`src/rtl/keypad_pkg.sv`:
```
// Shared types and constants for the 4x4 keypad front end: matrix size,
// debounce FSM states, per-scan classification and key legends.
package keypad_pkg;

    localparam int ROWS = 4;
    localparam int COLS = 4;

    typedef enum logic [1:0] {
        ST_IDLE,
        ST_CONFIRM,
        ST_PRESSED,
        ST_RELEASE
    } key_state_t;

    typedef enum logic [1:0] {
        SCAN_NONE,
        SCAN_SINGLE,
        SCAN_MULTI
    } scan_result_t;

    // Key code is {row[1:0], col[1:0]}; legends as wired on the calculator panel.
    localparam logic [3:0] KEY_D0    = 4'h0;
    localparam logic [3:0] KEY_D1    = 4'h1;
    localparam logic [3:0] KEY_D2    = 4'h2;
    localparam logic [3:0] KEY_D3    = 4'h3;
    localparam logic [3:0] KEY_D4    = 4'h4;
    localparam logic [3:0] KEY_D5    = 4'h5;
    localparam logic [3:0] KEY_D6    = 4'h6;
    localparam logic [3:0] KEY_D7    = 4'h7;
    localparam logic [3:0] KEY_D8    = 4'h8;
    localparam logic [3:0] KEY_D9    = 4'h9;
    localparam logic [3:0] KEY_LOAD  = 4'hA;
    localparam logic [3:0] KEY_SUM   = 4'hB;
    localparam logic [3:0] KEY_CLR   = 4'hC;
    localparam logic [3:0] KEY_SPARE = 4'hD;

    function automatic scan_result_t scan_classify(input logic [ROWS*COLS-1:0] hits);
        int unsigned n;
        n = $countones(hits);
        if (n == 0)
            return SCAN_NONE;
        else if (n == 1)
            return SCAN_SINGLE;
        else
            return SCAN_MULTI;
    endfunction

endpackage

```
`src/rtl/key_debounce_fsm.sv`:
```
// Debounce / acceptance FSM, stepped once per completed keypad scan.
// Produces the held key code, a one-cycle acceptance strobe and a held flag.
module key_debounce_fsm
    import keypad_pkg::*;
#(
    parameter int DEBOUNCE_SCANS = 4
) (
    input  logic         clk,
    input  logic         srst,
    input  logic         scan_done,
    input  scan_result_t scan_result,
    input  logic [3:0]   scan_code,
    output logic [3:0]   key_code,
    output logic         key_valid,
    output logic         key_held
);

    localparam int CNT_W = $clog2(DEBOUNCE_SCANS + 1);
    localparam logic [CNT_W-1:0] CNT_LAST = CNT_W'(DEBOUNCE_SCANS - 1);
    localparam logic [CNT_W-1:0] CNT_ONE  = CNT_W'(1);

    key_state_t       state_reg, state_next;
    logic [CNT_W-1:0] cnt_reg, cnt_next;
    logic [3:0]       cand_reg, cand_next;
    logic [3:0]       code_reg, code_next;
    logic             valid_reg, valid_next;
    logic             held_reg, held_next;

    always_ff @(posedge clk) begin
        if (srst) begin
            state_reg <= ST_IDLE;
            cnt_reg   <= '0;
            cand_reg  <= '0;
            code_reg  <= '0;
            valid_reg <= 1'b0;
            held_reg  <= 1'b0;
        end else begin
            state_reg <= state_next;
            cnt_reg   <= cnt_next;
            cand_reg  <= cand_next;
            code_reg  <= code_next;
            valid_reg <= valid_next;
            held_reg  <= held_next;
        end
    end

    // The counter only ever increments below CNT_LAST, so it saturates by construction.
    always_comb begin
        state_next = state_reg;
        cnt_next   = cnt_reg;
        cand_next  = cand_reg;
        code_next  = code_reg;
        valid_next = 1'b0;
        held_next  = held_reg;
        if (scan_done) begin
            case (state_reg)
                ST_IDLE: begin
                    if (scan_result == SCAN_SINGLE) begin
                        state_next = ST_CONFIRM;
                        cand_next  = scan_code;
                        cnt_next   = CNT_ONE;
                    end
                end
                ST_CONFIRM: begin
                    if (scan_result == SCAN_SINGLE) begin
                        if (scan_code != cand_reg) begin
                            cand_next = scan_code;
                            cnt_next  = CNT_ONE;
                        end else if (cnt_reg >= CNT_LAST) begin
                            state_next = ST_PRESSED;
                            code_next  = cand_reg;
                            valid_next = 1'b1;
                            held_next  = 1'b1;
                            cnt_next   = '0;
                        end else begin
                            cnt_next = cnt_reg + CNT_ONE;
                        end
                    end else begin
                        state_next = ST_IDLE;
                        cnt_next   = '0;
                    end
                end
                ST_PRESSED: begin
                    if (scan_result == SCAN_NONE) begin
                        state_next = ST_RELEASE;
                        cnt_next   = CNT_ONE;
                    end
                end
                ST_RELEASE: begin
                    if (scan_result != SCAN_NONE) begin
                        // Re-contact or rollover: stay down silently.
                        state_next = ST_PRESSED;
                        cnt_next   = '0;
                    end else if (cnt_reg >= CNT_LAST) begin
                        state_next = ST_IDLE;
                        held_next  = 1'b0;
                        cnt_next   = '0;
                    end else begin
                        cnt_next = cnt_reg + CNT_ONE;
                    end
                end
                default: begin
                    state_next = ST_IDLE;
                    cnt_next   = '0;
                    held_next  = 1'b0;
                end
            endcase
        end
    end

    assign key_code  = code_reg;
    assign key_valid = valid_reg;
    assign key_held  = held_reg;

endmodule

```
`src/rtl/keypad_scanner.sv`:
```
// 4x4 matrix keypad scanner: rotates an active-low column drive, samples the
// synchronized rows at the end of each slot and hands full-scan results to the debouncer.
module keypad_scanner
    import keypad_pkg::*;
#(
    parameter int SCAN_DIV       = 1000,
    parameter int DEBOUNCE_SCANS = 4
) (
    input  logic       sys_clk,
    input  logic       sys_rst,
    output logic [3:0] col_n,
    input  logic [3:0] row_n,
    output logic [3:0] key_code,
    output logic       key_valid,
    output logic       key_held
);

    localparam int SLOT_W = $clog2(SCAN_DIV);
    localparam logic [SLOT_W-1:0] SLOT_LAST = SLOT_W'(SCAN_DIV - 1);

    logic [3:0]            row_meta_reg, row_sync_reg;
    logic [SLOT_W-1:0]     slot_reg, slot_next;
    logic [1:0]            col_idx_reg, col_idx_next;
    logic [ROWS*COLS-1:0]  acc_reg, acc_next;
    logic [ROWS*COLS-1:0]  sample_bits, merged;
    logic                  slot_last, scan_done;
    scan_result_t          scan_result;
    logic [3:0]            scan_code;

    always_ff @(posedge sys_clk) begin
        if (sys_rst) begin
            row_meta_reg <= '1;
            row_sync_reg <= '1;
            slot_reg     <= '0;
            col_idx_reg  <= '0;
            acc_reg      <= '0;
        end else begin
            row_meta_reg <= row_n;
            row_sync_reg <= row_meta_reg;
            slot_reg     <= slot_next;
            col_idx_reg  <= col_idx_next;
            acc_reg      <= acc_next;
        end
    end

    assign slot_last    = (slot_reg == SLOT_LAST);
    assign scan_done    = slot_last && (col_idx_reg == 2'd3);
    assign slot_next    = slot_last ? '0 : slot_reg + SLOT_W'(1);
    assign col_idx_next = slot_last ? col_idx_reg + 2'd1 : col_idx_reg;
    assign col_n        = ~(4'b0001 << col_idx_reg);

    // Accumulator bit index equals the key code {row, col}.
    genvar gi;
    generate
        for (gi = 0; gi < ROWS*COLS; gi++) begin : g_sample
            assign sample_bits[gi] = (col_idx_reg == 2'(gi % COLS)) && !row_sync_reg[gi / COLS];
        end
    endgenerate

    assign merged   = acc_reg | (slot_last ? sample_bits : '0);
    assign acc_next = scan_done ? '0 : merged;

    always_comb begin
        scan_code = '0;
        for (int i = 0; i < ROWS*COLS; i++) begin
            if (merged[i])
                scan_code = 4'(i);
        end
    end

    assign scan_result = scan_classify(merged);

    key_debounce_fsm #(
        .DEBOUNCE_SCANS(DEBOUNCE_SCANS)
    ) u_debounce (
        .clk        (sys_clk),
        .srst       (sys_rst),
        .scan_done  (scan_done),
        .scan_result(scan_result),
        .scan_code  (scan_code),
        .key_code   (key_code),
        .key_valid  (key_valid),
        .key_held   (key_held)
    );

endmodule

```
`config.mk`:
```
export PLATFORM = sky130hd
export DESIGN_NAME = keypad_scanner
export DESIGN_NICKNAME = d
export VERILOG_FILES = /design/src/rtl/keypad_pkg.sv /design/src/rtl/key_debounce_fsm.sv /design/src/rtl/keypad_scanner.sv
export SDC_FILE = /design/constraint.sdc
export NUM_CORES = 1
export LEC_CHECK = 0
export BUFFER_PORTS_ARGS = -buffer_cell sky130_fd_sc_hd__buf_2
export CAP_MARGIN = 10
export CORE_ASPECT_RATIO = 1.75
export CORE_MARGIN = 2
export CORE_UTILIZATION = 46
export CTS_CLUSTER_SIZE = 28
export DETAILED_ROUTE_END_ITERATION = 10
export HOLD_SLACK_MARGIN = 0.06
export PLACE_DENSITY = 0.59
export SYNTH_ARGS = -nofsm -noshare
export SYNTH_HDL_FRONTEND = slang
export SYNTH_SLANG_ARGS = --single-unit
```
`constraint.sdc`:
```
create_clock -name sys_clk -period 8 [get_ports sys_clk]
set_clock_uncertainty 0.05 [all_clocks]
set_input_delay 0.4 -clock sys_clk [delete_from_list [all_inputs] [get_ports sys_clk]]
set_output_delay 0.4 -clock sys_clk [all_outputs]
set_load 0.05 [all_outputs]
```
Word level (Yosys, flattened, before mapping)
Index checks and enable logic that the tools add are counted.

operators by class
  add/subtract/negate cells = 18
  muxes and demuxes = 44
  eq/ne operators = 21
  reductions and logical operators = 36
  bitwise logic cells = 6
  shift-type cells = 1
  magnitude comparators = 1

operators with widths
  kind                                                  number
  2-to-1 mux 4 bit                                      17
  zero test 32 bit                                      1
  2-to-1 mux 2 bit                                      9
  2-to-1 mux 3 bit                                      6
  logical AND 1 bit                                     17
  adder 1 x 1 -> 2 bit                                  8
  2-to-1 mux 16 bit                                     1
  OR 16 bit                                             1
  adder 2 x 2 -> 3 bit                                  4
  != test 2 x 1 -> 1 bit (second input constant)        6
  case mux 3 bit (4 select lines)                       1
  adder 10 x 1 -> 10 bit (second input constant)        1
  equality test 10 bit (second input constant)          1
  AND reduction 5 bit                                   2
  adder 3 x 3 -> 4 bit                                  2
  equality test 2 bit (second input constant)           4
  case mux 2 bit (4 select lines)                       1
  case mux 4 bit (2 select lines)                       1
  2-to-1 mux 1 bit                                      7
  AND reduction 7 bit                                   1
  equality test 2 x 1 -> 1 bit (second input constant)  3
  zero test 2 bit                                       3
  != test 3 bit (second input constant)                 2
  AND reduction 6 bit                                   1
  other kinds (17)                                      27

storage, ports and cells
  logic and storage cells = 138
  input bits = 6
  register bits = 51

Depth between registers and ports, before layout
  word-level depth = 23
  gate-level depth with buffers = 22
  mapped depth without buffers = 21

By module
From an unflattened synthesis, not the netlist that was laid out.

unflattened totals
  cell total of the unflattened synthesis = 303
  area total of the unflattened synthesis = 2,836.5 µm²

by module, submodules not included
  module            instances  area each (µm²)  cells each  sequential area each (µm²)
  keypad_scanner    1          2,034.5          217         720.7
  key_debounce_fsm  1          802.0            86          300.3

Worst setup path after synthesis
No wires, ideal clock.

  path type = register to register
  start point = register slot_reg[0]
  end point = register u_debounce.code_reg[0], in the netlist u_debounce.key_code[0]
  path buffers = 1
  data arrival time = 5.513 ns
  setup slack = 2.309 ns
  setup time = 0.128 ns
  stages on the path, launching flop included = 20
  clock period less this slack = 5.691 ns
  data required time = 7.822 ns
  cells stage by stage = dfxtp_1 -> ha_1 -> nand2_1 -> clkbuf_1 -> nor3_2 -> a31oi_1 -> fa_1 -> fa_1 -> fa_1 -> fa_1 -> inv_1 -> ha_1 -> fa_1 -> nor3_1 -> nand2_1 -> nor4_1 -> nand2_1 -> a2111oi_4 -> mux2i_1 -> nor2_1

on the way
  longest elaborated chain between the ends = 21
  elaborated cells on any way between the ends = 42
  those cells by class = add/sub (15); eq/ne (4); mux (18); bitwise (2); reduce/logical (3)

RTL lines
  element                                                        line                    RTL
  start: declaration                                             keypad_scanner.sv:22    logic [SLOT_W-1:0] slot_reg, slot_next;
  start signal: assignment                                       keypad_scanner.sv:40    slot_reg <= slot_next;
  equality test 10 bit (*)                                       keypad_scanner.sv:46    assign slot_last = (slot_reg == SLOT_LAST);
  branches (longest 19 deep; another with adder 4 x 4 -> 5 bit)  n/a
  AND reduction 5 bit (no line) (*)                              n/a
  end signal: assignment                                         key_debounce_fsm.sv:41  code_reg <= code_next;
  end: declaration                                               key_debounce_fsm.sv:25  logic [3:0] code_reg, code_next;

Every way passes the cells marked *.
A chain may end at the register's enable or synchronous reset.

Worst setup path in the final report
  start point = register slot_reg[0]
  end point = register u_debounce.code_reg[3], in the netlist u_debounce.key_code[3]

The elaborated chain is that of the path after synthesis.

==> results.sh <==
export IMPL_avgRoutedWirePerCell_um=17.6
export IMPL_r2r_setup_slack_ps=1580
export IMPL_syn_to_final_growth_pct=8.37
export IMPL_drv_cap=0
export IMPL_synthCells=336
export IMPL_vias=2502
export IMPL_grt_pass1_wl_um=12600
export IMPL_critPathLaunch="slot_reg[0]"
export IMPL_irDropWorstVdd_mv=0.167
export IMPL_antenna_found_initial=0
export IMPL_timing_setup_tns_ps=0
export IMPL_synth_nets=364
export IMPL_htree_levels=2
export IMPL_start_util=0.469
export IMPL_synthArstFlopShare=0
export IMPL_dp_hpwl_um=5790
export IMPL_syn_avg_cell_area_um2=8.99
export IMPL_portBuffers=15
export IMPL_drive_gt1_frac=0.142
export IMPL_die_w_um=65.2
export IMPL_clock_sinks=51
export IMPL_cp_common_cell="fa_1"
export IMPL_cts_root_buf="clkbuf_16"
export IMPL_rr_worst_depth=18
export IMPL_p_seq_frac=0.523
export IMPL_rows=39
export IMPL_synth_area_um2=3020
export IMPL_gr_total_overflow=0
export IMPL_path_clk_slew_ps=70
export IMPL_hp_class="in -> reg"
export IMPL_path_max_fanout=12
export IMPL_fp_coreArea_um2=6440
export IMPL_rsz0062_at_grt="false"
export IMPL_io_pin_count=16
export IMPL_required_ps=8130
export IMPL_postRouteAntennaNets=0
export IMPL_finalCritPeriodShare=0.803
export IMPL_via_per_inst=5.87
export IMPL_run_status="finished, final reports clean"
export IMPL_cts_buffers=5
export IMPL_finish_utilization=0.508
export IMPL_yosysUniqueCellTypes=60
export IMPL_final_common_cell="dfxtp_1"
export IMPL_cts_resized_gates=0
export IMPL_n_antenna_cell=0
export IMPL_cp_start_kind="flop"
export IMPL_layout_min_cycle_time_ps=6420
export IMPL_setup_violations=0
export IMPL_routed_wl_um=7490
export IMPL_cp_depth=18
export IMPL_p_sw_uw=116
export IMPL_leakagePower_uw=0.00123
export IMPL_arrival_ps=6550
export IMPL_grt_usage=0.226
export IMPL_critPathKind="reg -> reg"
export IMPL_slowest_stage="nor3_2"
export IMPL_max_freq_ghz=0.156
export IMPL_tightest_slew_ps=665
export IMPL_cts_buffer_depth=2
export IMPL_post_route_drc_count=0
export IMPL_post_cts_setup_buffers=0
export IMPL_dr_pass1_iters=4
export IMPL_die_y_um=111
export IMPL_clockPowerShare=0.457
export IMPL_dieArea_um2=7250
export IMPL_yosys_warnings=0
export IMPL_ys_flop_type="dfxtp_1"
export IMPL_most_common_layout_cells="51 x dfxtp_1, 47 x nor2_1, 33 x inv_1, 15 x buf_2, 14 x nand2_1"
export IMPL_comb_power_share=0.021
export IMPL_end_kind="flop"
export IMPL_synth_edf_count=0
export IMPL_slew_headroom=0.551
export IMPL_largest_register_ffs=16
export IMPL_crit_end="u_debounce.key_code[3]"
export IMPL_p_int_uw=380
export IMPL_fin_nets=371
export IMPL_synth_seq_cells=51
export IMPL_gp_congestion=0.802
export IMPL_ys_seq_area_frac=0.338
export IMPL_holdBufCountCts=0
export IMPL_hold_violations=0
export IMPL_path_buf_inv=1
export IMPL_netSwitchingFraction=0.234
export IMPL_slowest_delay_ps=590
export IMPL_clk_latency_ps=300
export IMPL_worstPathCellList="ha_1, nand2_1, nor3_2, a31oi_1, fa_1, fa_1, fa_1, fa_1, inv_1, ha_1, fa_1, nor3_1, nand2_1, nor4_1, nand2_1, a2111oi_4, mux2i_1, nor2_1"
export IMPL_reg2reg_to="u_debounce.key_code[3]"
export IMPL_pwr_density_cell_nw_per_um2=152
export IMPL_nFillCells=661
export IMPL_crit_family="adder cells"
export IMPL_r2r_start="slot_reg[0]"
export IMPL_dr_first_iter_drc_count=99
export IMPL_slew_violations=0
export IMPL_cts_tree="done"
export IMPL_grt_pass1_vias=2586
export IMPL_grt_start_max_net_pins=34
power by group through the flow:
stage	Sequential, uW	Clock [uW]	Combinational, uW
2_1_floorplan	264	0	7.70
3_3_place_gp	265	0	10.1
3_5_place_dp	265	0	10.5
4_1_cts	259	231	10.5
5_1_grt	260	241	11.9
6_report	259	226	10.3
worst min path at each step:
stage	start	to	slack (ps)	cells after the start
3_3_place_gp	row_meta_reg[3]	row_sync_reg[3]	340	1
5_1_grt	row_n[0]	row_meta_reg[0]	220	2
2_1_floorplan	row_meta_reg[0]	row_sync_reg[0]	340	1
3_5_place_dp	row_meta_reg[2]	row_sync_reg[2]	350	1
6_report	row_n[0]	row_meta_reg[0]	230	2
4_1_cts	row_n[0]	row_meta_reg[0]	220	2
metrics by stage:
stage | std cells | instance area (um^2) | worst slack, ps | hold WS (ps) | total power (uW)
global placement | 418 | 3120 | 1780 | 341 | 275
global route | 426 | 3270 | 1020 | 221 | 513
finish | 426 | 3270 | 1580 | 226 | 496
CTS | 426 | 3270 | 1580 | 221 | 501
floorplan | 336 | 3020 | 2310 | 339 | 272
detailed placement | 418 | 3120 | 1640 | 351 | 276
cell type report:
class	instances	area [um^2]	share of cell area
sequential	51	1020	0.312
inverter	33	124	0.0379
clock buffer	5	125	0.0382
tap	82	103	0.0314
clock inverter	3	26.3	0.00803
multi-input combinational	237	1800	0.550
timing repair buffer	15	75.1	0.0229
kinds of logic (layout without fill, tap and decap cells):
group | Yosys count | in the layout | share of synthesized area
multiplexers | 6 | 6 | 0.0199
flip-flops | 51 | 51 | 0.338
AND/OR/NAND/NOR | 127 | 127 | 0.232
adder cells (fa/ha/maj) | 22 | 22 | 0.116
buffers and inverters | 48 | 56 | 0.0663
XOR/XNOR | 10 | 10 | 0.0315
AO/OA/AOI/OAI | 72 | 72 | 0.196
routing by layer:
layer / routed length (um) / share of wire / global-route usage
met1: 2710 / 0.36 / 0.233
met5: 0 / 0 / 0
met2: 4060 / 0.54 / 0.412
met4: 429 / 0.057 / 0.119
met3: 290 / 0.039 / 0.0416
synthesized netlist by cell type, drive strengths merged (8+ instances only):
| cell type | number | area [um^2] |
|---|---|---|
| dfxtp | 51 | 1020 |
| nor2 | 47 | 176 |
| inv | 33 | 124 |
| nand2 | 14 | 52.6 |
| a21oi | 13 | 65.1 |
| ha | 12 | 150 |
| a41oi | 11 | 96.3 |
| or2 | 11 | 68.8 |
| fa | 10 | 200 |
| clkbuf | 9 | 33.8 |
| and2 | 8 | 50.1 |
| nor4 | 8 | 50.1 |
(Power assumes the default switching activity.)
